**config.mk**
```make
export PLATFORM = sky130hd
export DESIGN_NAME = periph_bus_master
export DESIGN_NICKNAME = d
export VERILOG_FILES = /design/src/rtl/periph_bus_master.sv
export SDC_FILE = /design/constraint.sdc
export NUM_CORES = 1
export LEC_CHECK = 0
export ABC_AREA = 1
export CAP_MARGIN = 20
export CORE_ASPECT_RATIO = 0.5
export CORE_MARGIN = 2
export CORE_UTILIZATION = 31
export DETAILED_ROUTE_END_ITERATION = 12
export PLACE_DENSITY = 0.55
export SLEW_MARGIN = 30
export SYNTH_ARGS = -nofsm -noshare
export SYNTH_HDL_FRONTEND = slang
export SYNTH_SLANG_ARGS = --single-unit
```
**constraint.sdc**
```tcl
create_clock -name clk -period 7.8 [get_ports clk]
set_clock_uncertainty 0.1 [all_clocks]
set_input_delay 1.95 -clock clk [delete_from_list [all_inputs] [get_ports clk]]
set_output_delay 1.95 -clock clk [all_outputs]
set_load 0.02 [all_outputs]
```
**src/rtl/periph_bus_master.sv**
```systemverilog
// Peripheral bus initiator. Core stores are posted through a small FIFO that drains one entry per cycle.
// Core loads wait until all earlier stores are on the bus, then issue one read and return its data.
module periph_bus_master #(
    parameter int WBUF_DEPTH = 4,
    parameter int RD_LAT     = 1
) (
    input  logic        clk,
    input  logic        rst,
    input  logic        cpu_req,
    input  logic        cpu_we,
    input  logic [31:0] cpu_addr,
    input  logic [31:0] cpu_wdata,
    output logic        cpu_ready,
    output logic [31:0] cpu_rdata,
    output logic        cpu_rvalid,
    output logic [31:0] sys_w_addr,
    output logic [31:0] sys_w_line,
    output logic        sys_w,
    output logic [31:0] sys_r_addr,
    output logic        sys_r,
    input  logic [31:0] sys_r_line
);

    localparam int PW   = (WBUF_DEPTH > 1) ? $clog2(WBUF_DEPTH) : 1;
    localparam int CNTW = PW + 1;
    localparam int CW   = $clog2(RD_LAT + 1) + 1;

    typedef enum logic [1:0] {
        R_IDLE,
        R_WAITW,
        R_ISSUE,
        R_LAT
    } rstate_t;

    rstate_t         r_state;
    rstate_t         w_state_next;
    logic [CW-1:0]   r_cnt;
    logic [CW-1:0]   w_cnt_next;
    logic [31:0]     r_ld_addr;

    logic [31:0]     r_fifo_addr [WBUF_DEPTH];
    logic [31:0]     r_fifo_data [WBUF_DEPTH];
    logic [PW-1:0]   r_wptr;
    logic [PW-1:0]   r_rptr;
    logic [CNTW-1:0] r_count;

    logic w_full;
    logic w_empty;
    logic w_push;
    logic w_pop;
    logic w_ld_acc;
    logic w_issue;
    logic w_done;

    assign w_full  = (r_count == CNTW'(WBUF_DEPTH));
    assign w_empty = (r_count == '0);

    // Ready looks only at current state; reset forces it low so every output reads 0 in reset.
    assign cpu_ready = !rst && (r_state == R_IDLE) && (cpu_we ? !w_full : 1'b1);

    assign w_push   = cpu_req && cpu_ready && cpu_we;
    assign w_pop    = !w_empty;
    assign w_ld_acc = cpu_req && cpu_ready && !cpu_we;

    always_ff @(posedge clk) begin
        if (w_push) begin
            r_fifo_addr[r_wptr] <= cpu_addr;
            r_fifo_data[r_wptr] <= cpu_wdata;
        end
    end

    always_ff @(posedge clk or posedge rst) begin
        if (rst) begin
            r_wptr     <= '0;
            r_rptr     <= '0;
            r_count    <= '0;
            sys_w      <= 1'b0;
            sys_w_addr <= '0;
            sys_w_line <= '0;
        end else begin
            if (w_push) begin
                r_wptr <= r_wptr + PW'(1);
            end
            if (w_pop) begin
                r_rptr     <= r_rptr + PW'(1);
                sys_w      <= 1'b1;
                sys_w_addr <= r_fifo_addr[r_rptr];
                sys_w_line <= r_fifo_data[r_rptr];
            end else begin
                sys_w <= 1'b0;
            end
            if (w_push && !w_pop) begin
                r_count <= r_count + CNTW'(1);
            end else if (!w_push && w_pop) begin
                r_count <= r_count - CNTW'(1);
            end
        end
    end

    // Read issue also waits for sys_w to fall so the last posted store is fully on the bus first.
    always_comb begin
        w_state_next = r_state;
        w_cnt_next   = r_cnt;
        w_issue      = 1'b0;
        w_done       = 1'b0;
        case (r_state)
            R_IDLE: begin
                if (w_ld_acc) begin
                    w_state_next = R_WAITW;
                end
            end
            R_WAITW: begin
                if (w_empty && !sys_w) begin
                    w_issue      = 1'b1;
                    w_state_next = R_ISSUE;
                end
            end
            R_ISSUE: begin
                w_cnt_next   = CW'(RD_LAT);
                w_state_next = R_LAT;
            end
            R_LAT: begin
                if (r_cnt == '0) begin
                    w_done       = 1'b1;
                    w_state_next = R_IDLE;
                end else begin
                    w_cnt_next = r_cnt - CW'(1);
                end
            end
            default: begin
                w_state_next = R_IDLE;
            end
        endcase
    end

    always_ff @(posedge clk or posedge rst) begin
        if (rst) begin
            r_state    <= R_IDLE;
            r_cnt      <= '0;
            r_ld_addr  <= '0;
            sys_r      <= 1'b0;
            sys_r_addr <= '0;
            cpu_rvalid <= 1'b0;
            cpu_rdata  <= '0;
        end else begin
            r_state    <= w_state_next;
            r_cnt      <= w_cnt_next;
            sys_r      <= w_issue;
            cpu_rvalid <= w_done;
            if (w_ld_acc) begin
                r_ld_addr <= cpu_addr;
            end
            if (w_issue) begin
                sys_r_addr <= r_ld_addr;
            end
            if (w_done) begin
                cpu_rdata <= sys_r_line;
            end
        end
    end

endmodule
```
==> out/metrics.yaml, run 1 <==
status: "finished, violations left"
violations: "design-rule violations"
detail_route.wl_per_cell_um: 15.7
hpwl_mm: 21.5
cts_resized: 0
worstReg2RegStart: "r_state[0]"
post_cts_buffers: 0
postSynthCellCount: 1415
ys_ff_latch: 430
cts-root-buf: "clkbuf_16"
synth_mux_area_share_pct: 0.0683
cp-end-kind: "primary output"
fin_crit_sh_pct: 69.5
antenna_left: 0
dieArea_um2: 55100
place_ws_ns: 2.37
layout-drive-gt1-share_pct: 7.22
critPathMaxFanout: 2
syn_area_um2: 16500
max-slew-margin-rel_pct: 40.6
avgViaCountPerCell: 4.42
drcViolationCount: 1
worstPathArrival_ns: 3.37
drv_cap: 0
finalSetupViolCount: 0
rows: 59
yosys_warnings: 0
setup_tns_ns: 0
setup_ws_ns: 2.38
clk_path_buf_depth: 3
synth.area.top_cells: "edfxtp_1, dfrtp_1, nand2_1, nor2_1, o21ai_0"
ff2ff_path_depth: 7
required_ns: 5.75
hold_viol: 0
first_global_vias: 10500
fmax_mhz: 184
synth_top_family_by_area: "simple AND/OR/NAND/NOR gates"
leakagePower_nw: 8.27
clock_latency_ns: 0.56
place_congestion: 0.711
cts_sinks: 430
netlist.area_leader.share_pct: 46.7
power_mw: 8.29
synthSimpleGateAreaFrac_pct: 13.2
dr_total_vias: 10400
powerDensity_nw_per_um2: 396
areaGrowthSynthToFinish_pct: 27.2
wirelength_mm: 37.0
syn_area_per_cell_um2: 11.6
period_minus_slack_ns: 5.42
slew_violations: 0
synthAdderAreaFrac_pct: 0.957
ys_seq_area_share_pct: 73.1
rsz0062_at_grt: "false"
htreeDepth: 2
io_pins: 232
fin_nets: 1741
path_clk_slew_ns: 0.06
dp_cells: 2283
die_y_um: 167
fp.coreArea_um2: 52300
num_antenna_cells: 0
fin_area_um2: 21000
grt_overflow: 0
min_from: "cpu_rdata[31]"
hold_path.class: "reg -> reg"
grt_pass1_wl_mm: 58.3
synth-xor-area-share_pct: 0.266
synth_cell_type_count: 28
postCtsHoldBufs: 0
path_class: "in -> out"
antenna_found_initial: 0
worst_slew_pin_slew_ns: 0.891
timing.hold.ws_ns: 0.374
synth_compound_gate_area_share_pct: 8.53
cts_buffers: 43
fin_util_pct: 40.1
cts_tree: "yes"
syn-num-nets: 1527
grt_max_degree: 112
grtUsageTotal_pct: 13.4
placedInstanceArea_um2: 19400
fin_cells: 2364
drtPass1Iterations: 9
die_w_um: 330
start_util_pct: 31.5
synth_top_area_cell: "edfxtp_1"
holdPathStages: 2
start_kind: "input pin"
drt-initial-drc-count: 556
startpoint: "rst"
io_buffers: 231
ir_drop_mv: 0.162
==> final cells by class <==
cell class | count | area (µm²)
repair buffers | 246 | 2470
well taps | 701 | 877
clock inverters | 20 | 300
clock buffers | 59 | 1210
fillers | 5002 | 31300
multi-input cells | 853 | 3830
flip-flops and latches | 430 | 12000
inverters | 55 | 215
==> layout by cell type (no fill, tap or decap) <==
| master | count |
|---|---|
| nand2_1 | 333 |
| clkbuf_16 | 44 |
| clkinvlp_4 | 2 |
| buf_16 | 1 |
| a21oi_1 | 33 |
| fa_1 | 1 |
| inv_6 | 2 |
| inv_8 | 1 |
| o21a_1 | 1 |
| nand3_4 | 1 |
| ha_1 | 11 |
| inv_16 | 1 |
| dfrtp_4 | 1 |
| xor2_1 | 4 |
| buf_6 | 4 |
| edfxtp_1 | 256 |
| o21ai_2 | 23 |
| xnor2_1 | 1 |
| nand3_1 | 2 |
| nand4_1 | 4 |
| o21ai_0 | 147 |
| bufinv_16 | 7 |
| inv_1 | 50 |
| clkbuf_1 | 10 |
| buf_4 | 9 |
| inv_2 | 3 |
| o21ai_1 | 59 |
| clkdlybuf4s50_1 | 231 |
| dfrtp_1 | 173 |
| nand2_2 | 1 |
| buf_12 | 1 |
| mux2_2 | 1 |
| or2_2 | 1 |
| clkinv_1 | 2 |
| clkinv_2 | 7 |
| nor2_4 | 5 |
| nor2_1 | 225 |
| clkbuf_8 | 5 |
==> worst max-delay path, stage by stage <==
cell and delay (ns):
clkdlybuf4s50_1 0.51, nor2_1 0.18, o21a_1 0.14, clkdlybuf4s50_1 0.59
==> kinds of logic after synthesis <==
logic type / count (synthesis)
xor+xnor: 5
flops: 430
buf+inv: 132
compound gates: 263
simple gates: 572
fa+ha+maj: 12
mux: 1
==> cell usage after synthesis, drive strengths merged <==
cell type / number
nand3: 3
o21a: 1
dfrtp: 174
nor2: 230
o21ai: 229
edfxtp: 256
a21oi: 33
nand4: 4
xor2: 4
or2: 1
ha: 11
mux2: 1
fa: 1
nand2: 334
xnor2: 1
buf: 56
inv: 55
clkbuf: 21
==> sequential cells by signal, indices dropped and copies added (netlist names), 2 cells and up <==
register and cells:
cpu_rdata 32, sys_w_line 32, r_fifo_addr 128, r_state 2, r_rptr 2, r_cnt 2
sys_w_addr 32, r_ld_addr 32, r_wptr 2, r_count 3, sys_r_addr 32, r_fifo_data 128
==> power by group <==
| part | leakage [nW] | total (mW) | switching (mW) | internal (mW) |
|---|---|---|---|---|
| Sequential | 4.39 | 3.21 | 0.286 | 2.93 |
| Clock | 0.735 | 2.20 | 0.875 | 1.32 |
| Combinational | 3.15 | 2.88 | 1.73 | 1.14 |
| Total | 8.27 | 8.29 | 2.90 | 5.39 |
==> final timing paths <==
path                                          end  slack, ns
worst min-delay path                cpu_rdata[31]       0.37
worst max-delay path                    cpu_ready       2.38
worst max register to register  r_fifo_addr[3][1]       4.39
worst min register to register      cpu_rdata[31]       0.37
max in group asynchronous          sys_w_addr[24]       4.31
min in group asynchronous           r_ld_addr[31]       1.91
==> metal layers <==
metal / global-route usage (%) / up-vias / part of all wire, %
met5: 0 / - / 0
met4: 3.86 / 0 / 2.2
met3: 3.01 / 53 / 4.7
met2: 23.3 / 187 / 51
met1: 16.6 / 5047 / 43
li1: - / 5152 / -
(Power assumes the default switching activity.)
==> run 2, diff against run 1 <==
PLACE_DENSITY = 0.57   (was 0.55)
clock period = 4.95 ns   (was 7.8 ns; I/O delays follow)
==> out/metrics.yaml, run 2 (synthesized netlist as in run 1, its figures left out) <==
status: "finished, violations left"
violations: "design-rule violations"
areaGrowthSynthToFinish_pct: 26.8
drt-initial-drc-count: 575  # +3.4%
critPathMaxFanout: 2  # unchanged
dieArea_um2: 55100  # unchanged
layout_common_cells: "nand2_1, edfxtp_1, clkdlybuf4s50_1, nor2_1, dfrtp_1"
worstReg2RegStart: "r_state[0]"
antenna_found_initial: 1  # +1
fp.coreArea_um2: 52300  # unchanged
detail_route.wl_per_cell_um: 15.7  # +0.31%
worstPathArrival_ns: 2.59  # -0.78 ns
register_area_um2: 12000  # unchanged
path_clk_slew_ns: 0.06  # about the same
hpwl_mm: 21.8  # +1.6%
start_util_pct: 31.5  # unchanged
die_w_um: 330  # unchanged
rows: 59  # unchanged
fin_crit_sh_pct: 79.4
post_cts_buffers: 0  # unchanged
rsz0062_at_grt: "false"
grt_overflow: 0  # unchanged
hold_viol: 0  # unchanged
final_common_cell: "nand2_1"
slew_violations: 0  # unchanged
cts_resized: 0  # unchanged
reg2reg_slack_ns: 2.39  # -2.00 ns
path_class: "in -> out"
cts_sinks: 430  # unchanged
fin_nets: 1742  # +0.057%
fmax_mhz: 254
fill_cells: 4980  # -0.44%
min_from: "cpu_rdata[26]"
leakagePower_nw: 8.23  # -0.49%
fin_util_pct: 40.0  # -0.12 points
start_kind: "input pin"
cts_buffers: 42  # -2.3%
ff2ff_path_depth: 13  # +6
cp-end-kind: "primary output"
clk_path_buf_depth: 3  # unchanged
max-slew-margin-rel_pct: 38.3  # -2.3 points
postCtsHoldBufs: 0  # unchanged
dr_total_vias: 10500  # +0.31%
htreeDepth: 2  # unchanged
powerDensity_nw_per_um2: 612  # +55%
largestRegisters: "r_fifo_addr (128), r_fifo_data (128)"
clock_latency_ns: 0.55  # about the same
die_y_um: 167  # unchanged
num_antenna_cells: 0  # unchanged
place_congestion: 0.707  # -0.46%
first_global_vias: 10600  # +0.48%
setup_tns_ns: 0  # unchanged
worst_slew_pin_slew_ns: 0.925  # +0.0339 ns
cp-endpoint: "cpu_ready"
drv_cap: 0  # unchanged
period_minus_slack_ns: 3.93
grt_max_degree: 140  # +25%
multiInputGateArea_um2: 3830  # unchanged
wirelength_mm: 37.1  # +0.31%
drtPass1Iterations: 10  # +1
cts_tree: "yes"
antenna_left: 0  # unchanged
layout-drive-gt1-share_pct: 7.10  # -0.12 points
grt_pass1_wl_mm: 59.3  # +1.7%
grtUsageTotal_pct: 13.5  # +0.16 points
avgViaCountPerCell: 4.43  # +0.31%
drcViolationCount: 1  # unchanged
required_ns: 3.61  # -2.14 ns
r2r_end: "r_count[2]"
cts-root-buf: "clkbuf_16"
startpoint: "rst"
hold_path.class: "reg -> reg"
io_pins: 232  # unchanged
ir_drop_mv: 0.285  # +76%
io_buffers: 231  # unchanged
finalSetupViolCount: 0  # unchanged
run 2: cell types whose count changed in the layout (fill, tap and decap cells not counted), sizes merged:
cell      delta
buf          +2
bufinv       -4
clkbuf       +2
clkinv       +3
clkinvlp     -1
inv          -2
run 2: layer usage:
metal | share of wire, % | wire length, µm | global-route usage (%)
met1 | 42 | 15800 | 16.9
met2 | 52 | 19100 | 23.9
met3 | 3.7 | 1390 | 2.60
met4 | 2.3 | 839 | 3.88
met5 | 0.035 | 13 | 0
run 2: area by class of cell:
class                      instances  area share, %
timing repair buffer             248           12.2
multi-input combinational        853           18.4
sequential                       430           57.7
clock buffer                      61           5.71
tap                              701           4.20
inverter                          55           1.03
clock inverter                    16          0.886
run 2: how the worst min path moves through the flow:
stage,end,slack [ns],cells past startpoint
finish,cpu_rdata[26],0.38,2
global route,cpu_rdata[20],0.40,2
CTS,cpu_rdata[26],0.38,2
detailed placement,cpu_rdata[26],0.36,2
global placement,cpu_rdata[16],0.36,2
floorplan,r_cnt[1],0.35,2
run 2: worst max-delay path, cell delays in order:
cell and delay [ns]:
clkdlybuf4s50_1 0.46, nor2_1 0.16, o21a_1 0.14, clkdlybuf4s50_1 0.59
run 2: where the power goes:
group	internal [mW]	switching (mW)	total, mW
Clock	1.84	1.35	3.19
Combinational	1.81	2.69	4.50
Sequential	4.61	0.486	5.10
run 2: per-stage QoR:
| stage | hold slack [ns] | total power [mW] | setup slack (ns) | cells | cell area, µm² |
|---|---|---|---|---|---|
| after detailed placement | 0.364 | 9.77 | 1.02 | 2287 | 19500 |
| after global routing | 0.400 | 13.7 | 0.927 | 2364 | 20900 |
| after global placement | 0.363 | 9.70 | 1.03 | 2287 | 19500 |
| final | 0.375 | 12.8 | 1.02 | 2364 | 20900 |
| after CTS | 0.380 | 13.0 | 1.02 | 2364 | 20900 |
| after floorplan | 0.353 | 7.85 | 0.0549 | 1415 | 16500 |
==> run 3, diff against run 2 <==
PLACE_DENSITY = 0.55   (was 0.57)
clock period = 3.7 ns   (was 4.95 ns; I/O delays follow)
==> out/metrics.yaml, run 3 (synthesized netlist as in run 1, its figures left out) <==
die_y_um: 167  # unchanged
cts_sinks: 430  # unchanged
path_cells: "inv_1 > ha_1 > inv_1 > nor2_1 > o21a_1 > clkdlybuf4s50_1"
io_buffers: 231  # unchanged
setup_ws_ns: 0.378  # -0.640 ns
avgViaCountPerCell: 4.40  # -0.66%
fin_crit_sh_pct: 89.8
detail_route.wl_per_cell_um: 16.1  # +2.5%
critPathMaxFanout: 4  # +2
slowest_stage: "clkdlybuf4s50_1"
power.switching_mw: 6.11  # +35%
die_w_um: 330  # unchanged
holdPathStages: 2  # unchanged
internal_power_mw: 10.9  # +32%
areaGrowthSynthToFinish_pct: 27.0
start_kind: "register"
hpwl_mm: 22.7  # +3.8%
path_clk_slew_ns: 0.06  # about the same
sw_frac_of_total_pct: 35.9  # +0.53 points
fmax_mhz: 301
status: "finished clean"
start_util_pct: 31.5  # unchanged
cts_resized: 0  # unchanged
grtUsageTotal_pct: 13.7  # +0.16 points
dr_total_vias: 10400  # -0.45%
slew_violations: 0  # unchanged
drtPass1Iterations: 5  # -5
crit_top_cell: "inv_1"
drcViolationCount: 0  # -1
wirelength_mm: 38.1  # +2.7%
first_global_vias: 10300  # -2.6%
required_ns: 2.67  # -0.94 ns
leakagePower_nw: 8.23  # about the same
antenna_found_initial: 0  # -1
clock_latency_ns: 0.55  # about the same
seq_power_share_pct: 39.6  # -0.3 points
clkPwrFrac_pct: 23.7  # -1.3 points
final_common_cell: "nand2_1"
fin_nets: 1748  # +0.34%
drt-initial-drc-count: 591  # +2.8%
grt_overflow: 0  # unchanged
cts_tree: "yes"
cts-root-buf: "clkbuf_16"
rsz0062_at_grt: "false"
path_class: "reg -> out"
period_minus_slack_ns: 3.32
place_ws_ns: 0.396  # -0.620 ns
ff2ff_path_depth: 12  # -1
powerDensity_nw_per_um2: 812  # +33%
place_congestion: 0.731  # +3.3%
clk_path_buf_depth: 3  # unchanged
worstPathArrival_ns: 2.30  # -0.29 ns
hold_viol: 0  # unchanged
finalSetupViolCount: 0  # unchanged
grt_max_degree: 132  # -5.7%
post_cts_buffers: 0  # unchanged
cp-end-kind: "primary output"
drv_cap: 0  # unchanged
grt_pass1_wl_mm: 59.3  # about the same
worst_slew_pin_slew_ns: 0.959  # +0.0333 ns
cts_buffers: 41  # -2.4%
hold_path.class: "reg -> reg"
reg2reg_slack_ns: 1.16  # -1.23 ns
comb_power_share_pct: 36.8  # +1.6 points
max-slew-margin-rel_pct: 36.1  # -2.2 points
layout_common_cells: "nand2_1, edfxtp_1, clkdlybuf4s50_1, nor2_1, dfrtp_1"
dieArea_um2: 55100  # unchanged
antenna_left: 0  # unchanged
layout-drive-gt1-share_pct: 7.79  # +0.70 points
rows: 59  # unchanged
fp.coreArea_um2: 52300  # unchanged
num_antenna_cells: 0  # unchanged
htreeDepth: 2  # unchanged
cp_slowest_stage_delay_ns: 0.59  # about the same
postCtsHoldBufs: 0  # unchanged
largestRegisters: "r_fifo_addr (128), r_fifo_data (128)"
timing.hold.ws_ns: 0.376  # +0.00115 ns
io_pins: 232  # unchanged
ir_drop_mv: 0.434  # +52%
power_mw: 17.0  # +33%
-- run 3: cell types whose count changed in the layout (fill, tap and decap cells not counted), sizes merged --
| cell | before | now |
|---|---|---|
| buf | 17 | 24 |
| bufinv | 3 | 1 |
| clkbuf | 61 | 63 |
| clkinv | 12 | 10 |
-- run 3: final timing paths --
path                           startpoint             end
setup / recovery               r_state[0]       cpu_ready
hold / removal             sys_w_line[24]  sys_w_line[24]
setup reg to reg               r_state[0]      r_count[2]
hold reg to reg            sys_w_line[24]  sys_w_line[24]
max in group asynchronous             rst   r_ld_addr[13]
min in group asynchronous             rst           sys_w
-- run 3: cell type report --
class                   count  area [µm²]
repair buffers            255        2630
multi-input cells         853        3900
clock buffers              63        1150
well taps                 701         877
flip-flops and latches    430       12000
fillers                  5045       31300
clock inverters            12         110
inverters                  55         211
-- run 3: power groups by stage --
stage               combinational [mW]  clock, mW  sequential (mW)
global placement                  6.33          0             6.81
finish                            6.25       4.03             6.72
global route                      6.93       4.35             6.85
floorplan                         2.96          0             7.61
CTS                               6.40       4.17             6.75
detailed placement                6.39          0             6.82
-- run 3: layer usage --
| metal | GRT usage [%] | wire [µm] | up-vias |
|---|---|---|---|
| met1 | 17.6 | 16900 | 5075 |
| met2 | 24.0 | 19300 | 135 |
| met5 | 0 | 0 | - |
| li1 | - | - | 5165 |
| met3 | 2.44 | 1260 | 49 |
| met4 | 3.27 | 626 | 0 |
-- run 3: stage by stage --
stage	utilization (%)	setup TNS (ns)	instances	instance area, µm²
3_5_place_dp	37.6	0	2294	19700
2_1_floorplan	-	-251.64	1415	16600
5_1_grt	40.0	0	2369	20900
4_1_cts	40.0	0	2369	20900
3_3_place_gp	37.6	0	2294	19700
6_report	40.0	0	2369	20900
-- run 3: worst max-delay path, delay by kind of cell, from the launching register on --
family                   cells  cell delay [ns]
adder cells (fa/ha/maj)      1             0.28
buffers and inverters        3             0.78
AND/OR/NAND/NOR              1             0.13
AO/OA/AOI/OAI                1             0.14
flip-flops                   1             0.42
